<file path="src/rtl/maze_job_arbiter_if.sv">
// maze_job_arbiter_if: requester, solver, move and result signals of the maze job arbiter
interface maze_job_arbiter_if;
  logic [1:0]  req_valid;
  logic [3:0]  req_cell;
  logic [1:0]  req_ready;
  logic [1:0]  grant;
  logic        slv_in_valid;
  logic [1:0]  slv_in;
  logic        slv_out_valid;
  logic [1:0]  slv_out;
  logic        mv_valid;
  logic [1:0]  mv_dir;
  logic        mv_id;
  logic        res_valid;
  logic        res_id;
  logic [12:0] res_moves;
  logic [1:0]  res_err;
  modport slave (
    input  req_valid, req_cell, slv_out_valid, slv_out,
    output req_ready, grant, slv_in_valid, slv_in, mv_valid, mv_dir, mv_id,
           res_valid, res_id, res_moves, res_err
  );
  modport master (
    output req_valid, req_cell, slv_out_valid, slv_out,
    input  req_ready, grant, slv_in_valid, slv_in, mv_valid, mv_dir, mv_id,
           res_valid, res_id, res_moves, res_err
  );
endinterface

</file>
<file path="src/rtl/maze_job_arbiter.sv">
// maze_job_arbiter: round-robin sharing of one maze solver between two frame requesters
module maze_job_arbiter #(
  parameter int CELLS     = 289,
  parameter int MAX_WAIT  = 16,
  parameter int MAX_MOVES = 8191,
  parameter int COOL_CYC  = 2
) (
  input logic               clk,
  input logic               rst_n,
  maze_job_arbiter_if.slave bus
);
  localparam int AW = $clog2(CELLS + 1);
  localparam int WW = $clog2(MAX_WAIT + 1);
  localparam int CW = $clog2(COOL_CYC + 1);
  typedef enum logic [2:0] {IDLE, LOAD, FEED, WAIT, RUN, DONE, COOL} state_t;
  state_t state, state_n;
  logic [1:0] mem [CELLS];
  logic [AW-1:0] w, r;
  logic [WW-1:0] wc;
  logic [12:0] mc;
  logic [CW-1:0] cc;
  logic gid, ptr, ovf;
  logic start, pick, acc, last_w, load_end, feed_end, feeding, wait_to, cool_end, fwd;
  assign start    = state == IDLE && |bus.req_valid;
  assign pick     = &bus.req_valid ? ~ptr : bus.req_valid[1];
  assign acc      = state == LOAD && bus.req_valid[gid];
  assign last_w   = w == AW'(CELLS - 1);
  assign load_end = acc && last_w;
  assign feed_end = r == AW'(CELLS);
  assign feeding  = state == FEED && !feed_end;
  assign wait_to  = wc == WW'(MAX_WAIT - 1);
  assign cool_end = cc == CW'(COOL_CYC - 1);
  assign fwd      = bus.slv_out_valid && (state == WAIT || (state == RUN && mc != 13'(MAX_MOVES)));
  assign bus.req_ready = state == LOAD ? {gid, ~gid} : 2'b00;
  always_ff @(posedge clk or negedge rst_n)
    if (!rst_n) state <= IDLE;
    else state <= state_n;
  always_comb begin
    state_n = state;
    case (state)
      IDLE:    state_n = start ? LOAD : IDLE;
      LOAD:    state_n = load_end ? FEED : LOAD;
      FEED:    state_n = feed_end ? WAIT : FEED;
      WAIT:    state_n = bus.slv_out_valid ? RUN : wait_to ? DONE : WAIT;
      RUN:     state_n = bus.slv_out_valid ? RUN : DONE;
      DONE:    state_n = COOL;
      COOL:    state_n = cool_end ? IDLE : COOL;
      default: state_n = IDLE;
    endcase
  end
  always_ff @(posedge clk)
    if (acc) mem[w] <= gid ? bus.req_cell[3:2] : bus.req_cell[1:0];
  always_ff @(posedge clk or negedge rst_n)
    if (!rst_n) begin
      gid <= 1'b0;
      ptr <= 1'b1;
      w <= '0;
      r <= '0;
      wc <= '0;
      mc <= '0;
      cc <= '0;
      ovf <= 1'b0;
      bus.grant <= 2'b00;
      bus.slv_in_valid <= 1'b0;
      bus.slv_in <= 2'b00;
      bus.mv_valid <= 1'b0;
      bus.mv_dir <= 2'b00;
      bus.mv_id <= 1'b0;
      bus.res_valid <= 1'b0;
      bus.res_id <= 1'b0;
      bus.res_moves <= '0;
      bus.res_err <= 2'b00;
    end else begin
      if (start) begin
        gid <= pick;
        ptr <= pick;
        bus.grant <= pick ? 2'b10 : 2'b01;
        w <= '0;
      end else if (state == DONE) bus.grant <= 2'b00;
      if (acc) w <= w + 1'b1;
      bus.slv_in_valid <= load_end || feeding;
      bus.slv_in <= load_end ? mem[0] : feeding ? mem[r] : 2'b00;
      r <= load_end ? AW'(1) : r + 1'b1;
      wc <= state == WAIT ? wc + 1'b1 : '0;
      mc <= state == FEED ? '0 : mc + 13'(fwd);
      ovf <= state == FEED ? 1'b0 : ovf | (state == RUN && bus.slv_out_valid && !fwd);
      bus.mv_valid <= fwd;
      bus.mv_dir <= fwd ? bus.slv_out : 2'b00;
      bus.mv_id <= fwd & gid;
      bus.res_valid <= state_n == DONE;
      if (state_n == DONE) begin
        bus.res_id <= gid;
        bus.res_moves <= mc;
        bus.res_err <= state == WAIT ? 2'd1 : {ovf, 1'b0};
      end
      cc <= state == COOL ? cc + 1'b1 : '0;
    end
endmodule

</file>
<file path="src/flat_wrapper.sv">
// flat-port wrapper written by rule: the top's interface ports become plain ports
module maze_job_arbiter_flat 
#(
  parameter int CELLS     = 289,
  parameter int MAX_WAIT  = 16,
  parameter int MAX_MOVES = 8191,
  parameter int COOL_CYC  = 2
)
  (clk, rst_n, bus_req_valid, bus_req_cell, bus_slv_out_valid, bus_slv_out, bus_req_ready, bus_grant, bus_slv_in_valid, bus_slv_in, bus_mv_valid, bus_mv_dir, bus_mv_id, bus_res_valid, bus_res_id, bus_res_moves, bus_res_err);
  maze_job_arbiter_if bus_i ();
  input logic clk;
  input logic rst_n;
  input wire logic [$bits(bus_i.req_valid)-1:0] bus_req_valid;
  input wire logic [$bits(bus_i.req_cell)-1:0] bus_req_cell;
  input wire logic [$bits(bus_i.slv_out_valid)-1:0] bus_slv_out_valid;
  input wire logic [$bits(bus_i.slv_out)-1:0] bus_slv_out;
  output wire logic [$bits(bus_i.req_ready)-1:0] bus_req_ready;
  output wire logic [$bits(bus_i.grant)-1:0] bus_grant;
  output wire logic [$bits(bus_i.slv_in_valid)-1:0] bus_slv_in_valid;
  output wire logic [$bits(bus_i.slv_in)-1:0] bus_slv_in;
  output wire logic [$bits(bus_i.mv_valid)-1:0] bus_mv_valid;
  output wire logic [$bits(bus_i.mv_dir)-1:0] bus_mv_dir;
  output wire logic [$bits(bus_i.mv_id)-1:0] bus_mv_id;
  output wire logic [$bits(bus_i.res_valid)-1:0] bus_res_valid;
  output wire logic [$bits(bus_i.res_id)-1:0] bus_res_id;
  output wire logic [$bits(bus_i.res_moves)-1:0] bus_res_moves;
  output wire logic [$bits(bus_i.res_err)-1:0] bus_res_err;
  assign bus_i.req_valid = bus_req_valid;
  assign bus_i.req_cell = bus_req_cell;
  assign bus_i.slv_out_valid = bus_slv_out_valid;
  assign bus_i.slv_out = bus_slv_out;
  assign bus_req_ready = bus_i.req_ready;
  assign bus_grant = bus_i.grant;
  assign bus_slv_in_valid = bus_i.slv_in_valid;
  assign bus_slv_in = bus_i.slv_in;
  assign bus_mv_valid = bus_i.mv_valid;
  assign bus_mv_dir = bus_i.mv_dir;
  assign bus_mv_id = bus_i.mv_id;
  assign bus_res_valid = bus_i.res_valid;
  assign bus_res_id = bus_i.res_id;
  assign bus_res_moves = bus_i.res_moves;
  assign bus_res_err = bus_i.res_err;
  maze_job_arbiter #(.CELLS(CELLS), .MAX_WAIT(MAX_WAIT), .MAX_MOVES(MAX_MOVES), .COOL_CYC(COOL_CYC)) u_core (.clk(clk), .rst_n(rst_n), .bus(bus_i));
endmodule
</file>
<file path="config.mk">
export PLATFORM = sky130hd
export DESIGN_NAME = maze_job_arbiter_flat
export DESIGN_NICKNAME = d
export VERILOG_FILES = /design/src/rtl/maze_job_arbiter_if.sv /design/src/rtl/maze_job_arbiter.sv /design/src/flat_wrapper.sv
export SDC_FILE = /design/constraint.sdc
export NUM_CORES = 1
export LEC_CHECK = 0
export BUFFER_PORTS_ARGS = -buffer_cell sky130_fd_sc_hd__buf_2
export CAP_MARGIN = 20
export CORE_UTILIZATION = 40
export CTS_BUF_LIST = sky130_fd_sc_hd__clkbuf_4
export DETAILED_ROUTE_END_ITERATION = 8
export PLACE_DENSITY = 0.59
export SETUP_SLACK_MARGIN = 0.1
export SLEW_MARGIN = 25
export SYNTH_ARGS = -nofsm -noshare
export SYNTH_HDL_FRONTEND = slang
export SYNTH_SLANG_ARGS = --single-unit
</file>
<file path="constraint.sdc">
create_clock -name clk -period 8.95 [get_ports clk]
set_input_delay 0.895 -clock clk [delete_from_list [all_inputs] [get_ports clk]]
set_output_delay 0.895 -clock clk [all_outputs]
set_load 0.005 [all_outputs]
</file>
==> key figures, run 1 <==
STA
  – Max Clk Rate: 0.259 GHz
  – Unrepaired setup endpoints after global routing: false
  – Slew Viols, Final: 0
  – Hold Slack: 126 ps
  – Fin crit period: 3860 ps
  – Clk_skew: 74.6 ps
  – Period utilisation layout: 43.2%
  – Slew @ Worst Pin: 1090 ps
  – Final setup vio count: 0
  – Final Hold Viols: 0
  – Final setup TNS: 0 ps
  – Slew headroom: 27.5%

Synth
  – Dominant cell type by area after synthesis: edfxtp_1
  – Mapped Cells: 1726
  – Mapped Area: 27100 sq um
  – Synth top area cells: edfxtp_1 64%, mux4_2 8.3%, dfrtp_1 6.4%
  – Post-synthesis sequential area ratio: 70.4%
  – Most frequent cell after synthesis: edfxtp_1
  – Synth cell count leaders: 578 x edfxtp_1, 339 x nor2_1, 100 x mux4_2
  – Yosys warnings: 0
  – Post-synth ARST share: 10.8%
  – Share of Yosys cell area claimed by the top area cell type: 63.9%
  – Post-Syn Nets: 1748
  – Prevailing post-synth register cell: edfxtp_1
  – Synth cell types: 69
  – EDFF count, synth: 578
  – Seq cells post-synth: 648
  – Syn Area/Cell: 15.7 sq um

Clock network
  – H-Tree Depth: 4
  – Post-CTS Setup Bufs: 0
  – Reg clk slew, reported paths: 60 ps
  – Clock root buffer: clkbuf_4
  – CTS tree: yes
  – # clock sinks: 648
  – Hold buffers post-CTS: 1
  – Clock tree buffer depth: 3
  – CTS buffer count: 164
  – Worst-skew pair later-pin latency: 1010 ps
  – PostCTS Resize Cnt: 0

Power
  – P_sw: 1.65 mW
  – Maximum vdd drop: 0.0960 mV
  – Leakage: 9.60 nW
  – Flop pwr share: 54.1%
  – Clock share of power: 38.3%
  – Pwr dens: 221 nW/um^2
  – Combinational fraction of design power: 7.6%
  – Sw frac: 24.7%
  – Internal power: 5.02 mW

Worst setup path
  – Crit Path Class: reg -> reg
  – Crit start category: register
  – Cell chain of the critical path: buf_4 -> buf_4 -> mux4_2 -> nand2_1 -> o21ai_0 -> or4_1 -> o211ai_1 -> a32oi_1
  – WP data arrival: 4710 ps
  – Critical Path End Type: register
  – Max FO, Critical Path: 46
  – CP max stage cell: buf_4
  – Crit path largest cell delay: 720 ps
  – Crit-path most repeated cell: buf_4
  – CP required: 9800 ps

Floorplan
  – Initial Util: 40.4%
  – Die H: 263 microns
  – Die width: 263 microns
  – Die area: 68900 sq um
  – Ports: 39
  – Row count: 95
  – Core area: 67200 sq um

Cells and area
  – P&R area growth vs syn: 11.3%
  – Seq. cell area: 19100 sq um
  – Final nets: 1865
  – Multi-input logic area: 7430 sq um
  – Filler cells: 5855
  – Finished Cell Area: 30200 sq um
  – Layout cells sized above 1: 24.3%

Detailed routing
  – WL final: 70.0 mm
  – Iter 0 DRT Violations: 1578
  – ANT nets after route: 0
  – Residual DRC count: 0
  – Drt wl/cell: 24.7 microns
  – DR pass1 iterations: 6
  – Via density: 5.62
  – Via count: 15900

Placement
  – Detail Placement HPWL: 40.7 mm
  – Port bufs: 38
  – Area after DPL: 28000 sq um
  – Routability cong.: 0.820

Global route
  – Initial antenna violation count: 2
  – First-pass GRT wire length: 104 mm
  – Total GRT Usage: 20.6%
  – Maximum number of pins on one net before global-route repair: 179
  – Gr ovfl total: 0
  – Vias in the first global route: 16300

Worst hold path
  – Hold Crit Class: in -> reg

Flow run
  – Maxcap violations: 0

Run status
  – Status: finished, final reports clean
flip-flops by register name, indices dropped and copies added, names as in the netlist:
signal,flops
u_core.mc,13
u_core.wc,5
u_core.bus.slv_in_valid,1
u_core.w,9
u_core.ptr,1
u_core.bus.mv_valid,1
u_core.bus.res_moves,13
u_core.bus.mv_dir,2
u_core.ovf,1
u_core.bus.res_err,2
u_core.bus.mv_id,1
u_core.bus.grant,2
u_core.bus.slv_in,2
u_core.bus.res_id,1
u_core.mem,578
u_core.gid,1
u_core.state,3
u_core.r,9
u_core.bus.res_valid,1
u_core.cc,2
metrics by stage:
| stage | util (%) | setup slack [ps] | power [mW] | std cells |
|---|---|---|---|---|
| 5_1_grt | 45.0 | 4870 | 6.94 | 2836 |
| 3_3_place_gp | 41.8 | 5060 | 4.17 | 2548 |
| 6_report | 45.0 | 5090 | 6.67 | 2836 |
| 4_1_cts | 44.9 | 5090 | 6.73 | 2834 |
| 2_1_floorplan | - | 5400 | 3.96 | 1726 |
| 3_5_place_dp | 41.8 | 5030 | 4.19 | 2548 |
power by group through the flow:
stage / Sequential, mW / Clock [mW] / Combinational [mW]
floorplan: 3.68 / 0 / 0.286
global placement: 3.68 / 0 / 0.489
finish: 3.61 / 2.55 / 0.505
global route: 3.62 / 2.76 / 0.560
detailed placement: 3.68 / 0 / 0.505
CTS: 3.62 / 2.61 / 0.507
cell type report:
cell class	count	area share, %
Tap cell	873	3.61
Antenna cell	1	0.00828
Clock buffer	235	5.84
Multi-Input combinational cell	954	24.6
Timing Repair Buffer	62	1.35
Clock inverter	50	1.18
Sequential cell	648	63.3
Inverter	13	0.161
per-layer routing:
metal / routed length (microns) / global-route usage [%] / up-vias
li1: - / - / 6954
met1: 29400 / 28.0 / 8250
met2: 34100 / 32.5 / 628
met3: 5330 / 5.06 / 94
met4: 1200 / 6.57 / 0
met5: 0 / 0 / -
placed cells by master, fill, tap and decap left out, types with 5 or more instances in the layout:
cell	instances
edfxtp_1	578
nor2_1	339
clkbuf_4	235
mux4_2	100
mux2i_1	81
nand2_1	72
dfrtp_1	65
nand3_1	38
buf_2	37
clkinv_1	33
mux2_2	31
o21ai_0	24
a22oi_1	24
a21oi_1	20
buf_4	20
nor2b_1	19
and2_1	13
inv_1	12
nand4_1	12
nand3_2	11
ha_1	11
nor3_1	10
xnor2_1	10
and3_1	9
xor2_1	9
a211oi_1	8
a31oi_1	7
nand2b_1	7
o221ai_1	7
a221oi_1	7
o211ai_1	6
nand3b_1	6
clkinv_2	6
a22o_1	5
o22ai_1	5
bufinv_16	5
cell families after synthesis:
| group | after synthesis | share of synthesized area (%) |
|---|---|---|
| XOR/XNOR | 19 | 0.613 |
| buffers and inverters | 124 | 2.60 |
| AND/OR/NAND/NOR | 558 | 8.87 |
| flip-flops | 648 | 70.4 |
| AO/OA/AOI/OAI | 148 | 3.98 |
| adder cells (fa/ha/maj) | 11 | 0.507 |
| multiplexers | 218 | 13.0 |
final timing paths:
kind                           startpoint                      end  slack, ps  depth (start not counted)
setup reg to reg              u_core.r[0]     u_core.bus.slv_in[1]       5090                          8
hold reg to reg              u_core.cc[0]             u_core.cc[0]        450                          1
max in group asynchronous           rst_n              u_core.r[1]       7860                          2
hold / removal             bus_slv_out[0]     u_core.bus.mv_dir[0]        130                          2
setup / recovery              u_core.r[0]     u_core.bus.slv_in[1]       5090                          8
min in group asynchronous           rst_n  u_core.bus.res_moves[1]        540                          2
critical path: cells and delay by family (launching register included):
family | cells | cell delay (ps)
flip-flops | 1 | 580
AND/OR/NAND/NOR | 2 | 640
multiplexers | 1 | 560
buffers and inverters | 2 | 1290
AO/OA/AOI/OAI | 3 | 590
(Power assumes the default switching activity.)
==> inputs of run 2 (changes only) <==
--- a/config.mk
+++ b/config.mk
@@ -10,7 +10,7 @@
 export CORE_UTILIZATION = 40
 export CTS_BUF_LIST = sky130_fd_sc_hd__clkbuf_4
 export DETAILED_ROUTE_END_ITERATION = 8
-export PLACE_DENSITY = 0.59
+export PLACE_DENSITY = 0.61
 export SETUP_SLACK_MARGIN = 0.1
 export SLEW_MARGIN = 25
 export SYNTH_ARGS = -nofsm -noshare
==> constraint.sdc (replaced) <==
create_clock -name clk -period 3.25 [get_ports clk]
set_input_delay 0.325 -clock clk [delete_from_list [all_inputs] [get_ports clk]]
set_output_delay 0.325 -clock clk [all_outputs]
set_load 0.005 [all_outputs]
==> run 2 against run 1 <==
  * Clock-buffer cell count decreased by 3
  * Non-clock buffer count rose by 87
  * Via count grew 2.5%
==> key figures, run 2 (synthesis results as in run 1) <==
Run status
  – Status: finished, final reports clean

Placement
  – Routability cong.: 0.867
  – Port bufs: 38
  – Placed Cells: 2622
  – Setup Slack @ Placement: 158 ps
  – Detail Placement HPWL: 43.1 mm

Power
  – Flop pwr share: 54.3%
  – Maximum vdd drop: 0.409 mV
  – Leakage: 10.0 nW
  – Pwr dens: 591 nW/um^2
  – Sw frac: 24.6%
  – Combinational fraction of design power: 8.1%
  – Total power draw: 18.3 mW
  – Clock share of power: 37.6%
  – P_sw: 4.50 mW
  – Internal power: 13.8 mW

Floorplan
  – Die H: 263 microns
  – Ports: 39
  – Die width: 263 microns
  – Initial Util: 40.4%
  – Die area: 68900 sq um
  – Core area: 67200 sq um
  – Row count: 95

Global route
  – First-pass GRT wire length: 104 mm
  – Initial antenna violation count: 1
  – Vias in the first global route: 16600
  – Maximum number of pins on one net before global-route repair: 107
  – Total GRT Usage: 20.4%
  – Gr ovfl total: 0

Worst setup path
  – FF-to-FF Start: u_core.r[0]
  – Crit Path Class: reg -> reg
  – Max FO, Critical Path: 33
  – CP required: 4100 ps
  – R2R cell count: 8
  – Worst R2R End: u_core.bus.slv_in[1]
  – Cell family with most CP delay: flip-flops
  – Critical Path End Type: register
  – Crit start category: register
  – Critical path launch point: u_core.r[0]
  – CP max stage cell: dfrtp_4
  – WP data arrival: 3800 ps
  – Sum of buffers and inverters on the critical path: 2
  – Flop2flop setup slack: 300 ps
  – Crit path largest cell delay: 610 ps
  – Cell chain of the critical path: buf_12 -> buf_4 -> mux4_2 -> a31oi_1 -> nand3_1 -> nor4_1 -> a311o_1 -> a32oi_1

Detailed routing
  – Via density: 5.59
  – ANT nets after route: 0
  – DR pass1 iterations: 5
  – Drt wl/cell: 24.0 microns
  – WL final: 70.0 mm
  – Iter 0 DRT Violations: 1778
  – Residual DRC count: 0
  – Via count: 16300

Worst hold path
  – Hold Path End: u_core.mem[266][0]
  – HP Start: bus_req_cell[2]
  – Hold Crit Class: in -> reg
  – Cells on Worst Hold Path: 2

STA
  – Hold Slack: 212 ps
  – Clk_skew: 61.2 ps
  – Fin crit period: 2950 ps
  – Final Hold Viols: 0
  – Max Clk Rate: 0.339 GHz
  – Final setup TNS: 0 ps
  – Final setup vio count: 0
  – Period utilisation layout: 90.8%
  – Slew headroom: 43.3%
  – Slew Viols, Final: 0
  – Slew @ Worst Pin: 845 ps
  – Worst setup margin: 299 ps
  – Unrepaired setup endpoints after global routing: false

Cells and area
  – Commonest non-fill, non-tap cell in the layout: edfxtp_1
  – Filler cells: 5835
  – Most frequent cells in the layout: 578 x edfxtp_1, 339 x nor2_1, 232 x clkbuf_4, 100 x mux4_2, 85 x buf_4
  – Layout cells sized above 1: 26.3%
  – Largest register FFs: 578
  – Final Non-Filler Cells: 2920
  – P&R area growth vs syn: 13.9%
  – Final nets: 1951
  – Biggest regs: u_core.mem: 578 flops, u_core.bus.res_moves: 13 flops, u_core.mc: 13 flops
  – Reg with most FFs: u_core.mem

Clock network
  – # clock sinks: 648
  – Reg clk slew, reported paths: 70 ps
  – Worst-skew pair later-pin latency: 1000 ps
  – Clock tree buffer depth: 3
  – CTS buffer count: 163
  – PostCTS Resize Cnt: 0
  – CTS tree: yes
  – H-Tree Depth: 4
  – Clock root buffer: clkbuf_4

Flow run
  – Maxcap violations: 0
[run 2: worst max path at each step]
stage,cells past startpoint,to,slack [ps]
2_1_floorplan,2,u_core.mem[0][0],60
3_3_place_gp,8,u_core.bus.slv_in[1],160
3_5_place_dp,8,u_core.bus.slv_in[1],160
4_1_cts,8,u_core.bus.slv_in[1],150
5_1_grt,12,u_core.mc[8],130
6_report,8,u_core.bus.slv_in[1],300
[run 2: per-stage QoR]
step	util [%]	cell area, sq um
after CTS	46.0	30900
after global placement	42.7	28700
after detailed placement	42.7	28700
after floorplan	-	27100
after global routing	46.1	30900
final	46.1	30900
[run 2: repair_timing]
action                                  4_1_cts  5_1_grt
endpoints found under the setup margin        0        2
setup buffers                                 0        1
endpoints found under the hold margin        90        0
hold buffers                                 14        0
[run 2: cell type report]
| type | count | area, sq um | share of cell area (%) |
|---|---|---|---|
| flip-flops and latches | 648 | 19100 | 61.8 |
| multi-input cells | 954 | 7370 | 23.8 |
| clock buffers | 232 | 1740 | 5.63 |
| repair buffers | 149 | 1240 | 4.00 |
| well taps | 873 | 1090 | 3.53 |
| clock inverters | 48 | 317 | 1.02 |
| inverters | 13 | 48.8 | 0.158 |
| diodes | 3 | 7.51 | 0.0243 |
[run 2: power groups by stage]
stage	registers [mW]	logic, mW	clock network (mW)
after floorplan	10.1	0.787	0
after global placement	10.1	1.42	0
after detailed placement	10.1	1.46	0
after CTS	9.93	1.50	7.04
after global routing	9.95	1.63	7.47
final	9.93	1.48	6.87
[run 2: layer usage]
metal / GRT usage, % / vias to the layer above / routed length (microns)
met4: 7.85 / 0 / 1870
met1: 27.3 / 8377 / 29100
met3: 4.39 / 116 / 5280
met5: 0 / - / 0
met2: 32.6 / 709 / 33700
li1: - / 7129 / -
==> inputs of run 3 (changes only) <==
--- a/config.mk
+++ b/config.mk
@@ -7,10 +7,10 @@
 export LEC_CHECK = 0
 export BUFFER_PORTS_ARGS = -buffer_cell sky130_fd_sc_hd__buf_2
 export CAP_MARGIN = 20
-export CORE_UTILIZATION = 40
+export CORE_UTILIZATION = 35
 export CTS_BUF_LIST = sky130_fd_sc_hd__clkbuf_4
 export DETAILED_ROUTE_END_ITERATION = 8
-export PLACE_DENSITY = 0.61
+export PLACE_DENSITY = 0.55
 export SETUP_SLACK_MARGIN = 0.1
 export SLEW_MARGIN = 25
 export SYNTH_ARGS = -nofsm -noshare
==> run 3 against run 2 <==
  * The run now ends with design-rule violations left
  * Sequential share of layout area is 0.78 points lower
  * Non-clock buffer count increased by 11
  * Routed wire length is 5.1% higher
  * Setup slack worse by 130 ps
  * Register-to-register slack worse by 130 ps
  * Hold slack got worse by 98 ps
  * Via count is 0.18% lower
  * Sequential power about the same
  * Critical path type unchanged
==> key figures, run 3 (synthesis results as in run 1) <==
Clock network
  – # clock sinks: 648
  – CTS tree: yes
  – H-Tree Depth: 4
  – Clock tree buffer depth: 3
  – Post-CTS Setup Bufs: 0
  – CTS buffer count: 169
  – PostCTS Resize Cnt: 0
  – Worst-skew pair later-pin latency: 1030 ps
  – Clock root buffer: clkbuf_4
  – Reg clk slew, reported paths: 70 ps

STA
  – Slew @ Worst Pin: 871 ps
  – Final setup TNS: 0 ps
  – Fin crit period: 3080 ps
  – Slew Viols, Final: 0
  – Unrepaired setup endpoints after global routing: false
  – Max Clk Rate: 0.324 GHz
  – Clk_skew: 80.1 ps
  – Slew headroom: 41.5%
  – Final Hold Viols: 0
  – Period utilisation layout: 94.9%
  – Final setup vio count: 0

Cells and area
  – Biggest regs: u_core.mem: 578 flops, u_core.bus.res_moves: 13 flops, u_core.mc: 13 flops
  – Filler cells: 7068
  – Layout cells sized above 1: 27.7%
  – Final Non-Filler Cells: 3099
  – Largest register FFs: 578
  – Final nets: 1968
  – Most frequent cells in the layout: 578 x edfxtp_1, 339 x nor2_1, 259 x clkbuf_4, 100 x mux4_2, 98 x buf_4
  – P&R area growth vs syn: 15.4%
  – Commonest non-fill, non-tap cell in the layout: edfxtp_1
  – Reg with most FFs: u_core.mem

Placement
  – Detail Placement HPWL: 46.1 mm
  – Placed Cells: 2791
  – Port bufs: 38
  – Routability cong.: 0.848

Global route
  – Vias in the first global route: 16900
  – First-pass GRT wire length: 108 mm
  – Maximum number of pins on one net before global-route repair: 111
  – Total GRT Usage: 19.1%
  – Gr ovfl total: 0
  – Initial antenna violation count: 2

Floorplan
  – Die H: 281 microns
  – Die width: 281 microns
  – Core area: 76300 sq um
  – Row count: 101
  – Die area: 78700 sq um
  – Ports: 39
  – Initial Util: 35.6%

Detailed routing
  – Via count: 16300
  – Drt wl/cell: 23.7 microns
  – Iter 0 DRT Violations: 1476
  – Via density: 5.26
  – DR pass1 iterations: 7
  – WL final: 73.5 mm
  – Residual DRC count: 2
  – ANT nets after route: 0

Worst setup path
  – CP required: 4110 ps
  – WP data arrival: 3940 ps
  – Critical Path End Type: register
  – Crit Path Class: reg -> reg
  – Max FO, Critical Path: 39
  – Crit start category: register

Run status
  – Failing checks: design-rule violations
  – Status: finished, violations left

Power
  – Leakage: 10.2 nW
  – Pwr dens: 595 nW/um^2
  – Maximum vdd drop: 0.352 mV

Flow run
  – Maxcap violations: 0

Worst hold path
  – Hold Crit Class: in -> reg
==> run 3: cell types whose count changed in the layout (fill, tap and decap cells not counted), sizes merged <==
cell / delta
clkinv: -12
inv: -3
bufinv: -1
clkinvlp: +2
buf: +11
clkbuf: +27
diode: -2
==> run 3: repair_timing <==
item | in CTS | in global routing
setup endpoints to repair | 0 | 1
hold endpoints to repair | 91 | 0
hold buffers | 14 | 0
==> run 3: path summary, 6_finish.rpt <==
kind | startpoint | end | slack (ps) | cells past startpoint
max in group asynchronous | rst_n | u_core.wc[4] | 2500 | 4
worst min register to register | u_core.cc[0] | u_core.cc[0] | 430 | 1
min in group asynchronous | rst_n | u_core.ptr | 400 | 3
worst max register to register | u_core.r[0] | u_core.bus.slv_in[1] | 170 | 7
worst max-delay path | u_core.r[0] | u_core.bus.slv_in[1] | 170 | 7
worst min-delay path | bus_req_cell[3] | u_core.mem[138][1] | 110 | 2
==> run 3: critical path, cell delays in order (launching register included) <==
cell and delay, ps:
dfrtp_4 620, buf_12 330, mux2_2 380, o221ai_1 240
o21ai_0 130, or4_1 560, o211ai_1 460, a32oi_1 170
==> run 3: area by class of cell <==
type                    instances  area, sq um  area share, %
flip-flops and latches        648        19100           61.0
well taps                    1030         1290           4.11
diodes                          1         2.50        0.00799
clock buffers                 259         1940           6.21
multi-input cells             954         7370           23.5
inverters                      13         48.8          0.156
clock inverters                34          253          0.807
repair buffers                160         1300           4.15
==> run 3: through the flow <==
stage	area, sq um	hold WS, ps	setup WS (ps)	utilization [%]	power [mW]
after floorplan	27100	29.4	58.0	-	10.9
after global placement	29000	421	299	38.0	11.6
after detailed placement	29000	430	264	38.0	11.6
after CTS	31300	57.5	248	41.0	18.8
after global routing	31300	119	103	41.0	19.4
final	31300	115	165	41.0	18.6
==> run 3: where the power goes <==
| group | switching, mW | leakage [nW] | total [mW] | internal, mW |
|---|---|---|---|---|
| Clock | 3.33 | 1.29 | 7.18 | 3.85 |
| Combinational | 1.10 | 2.73 | 1.51 | 0.411 |
| Sequential | 0.148 | 6.13 | 9.93 | 9.78 |
| Total | 4.58 | 10.2 | 18.6 | 14.0 |
==> run 3: per-layer routing <==
layer | up-vias | routed length (microns) | GRT usage, % | part of all wire, %
met5 | - | 0 | 0 | 0
met4 | 0 | 1830 | 7.08 | 2.5
met3 | 111 | 5320 | 4.95 | 7.2
met2 | 638 | 36000 | 31.0 | 49
met1 | 8387 | 30400 | 24.4 | 41
li1 | 7166 | - | - | -
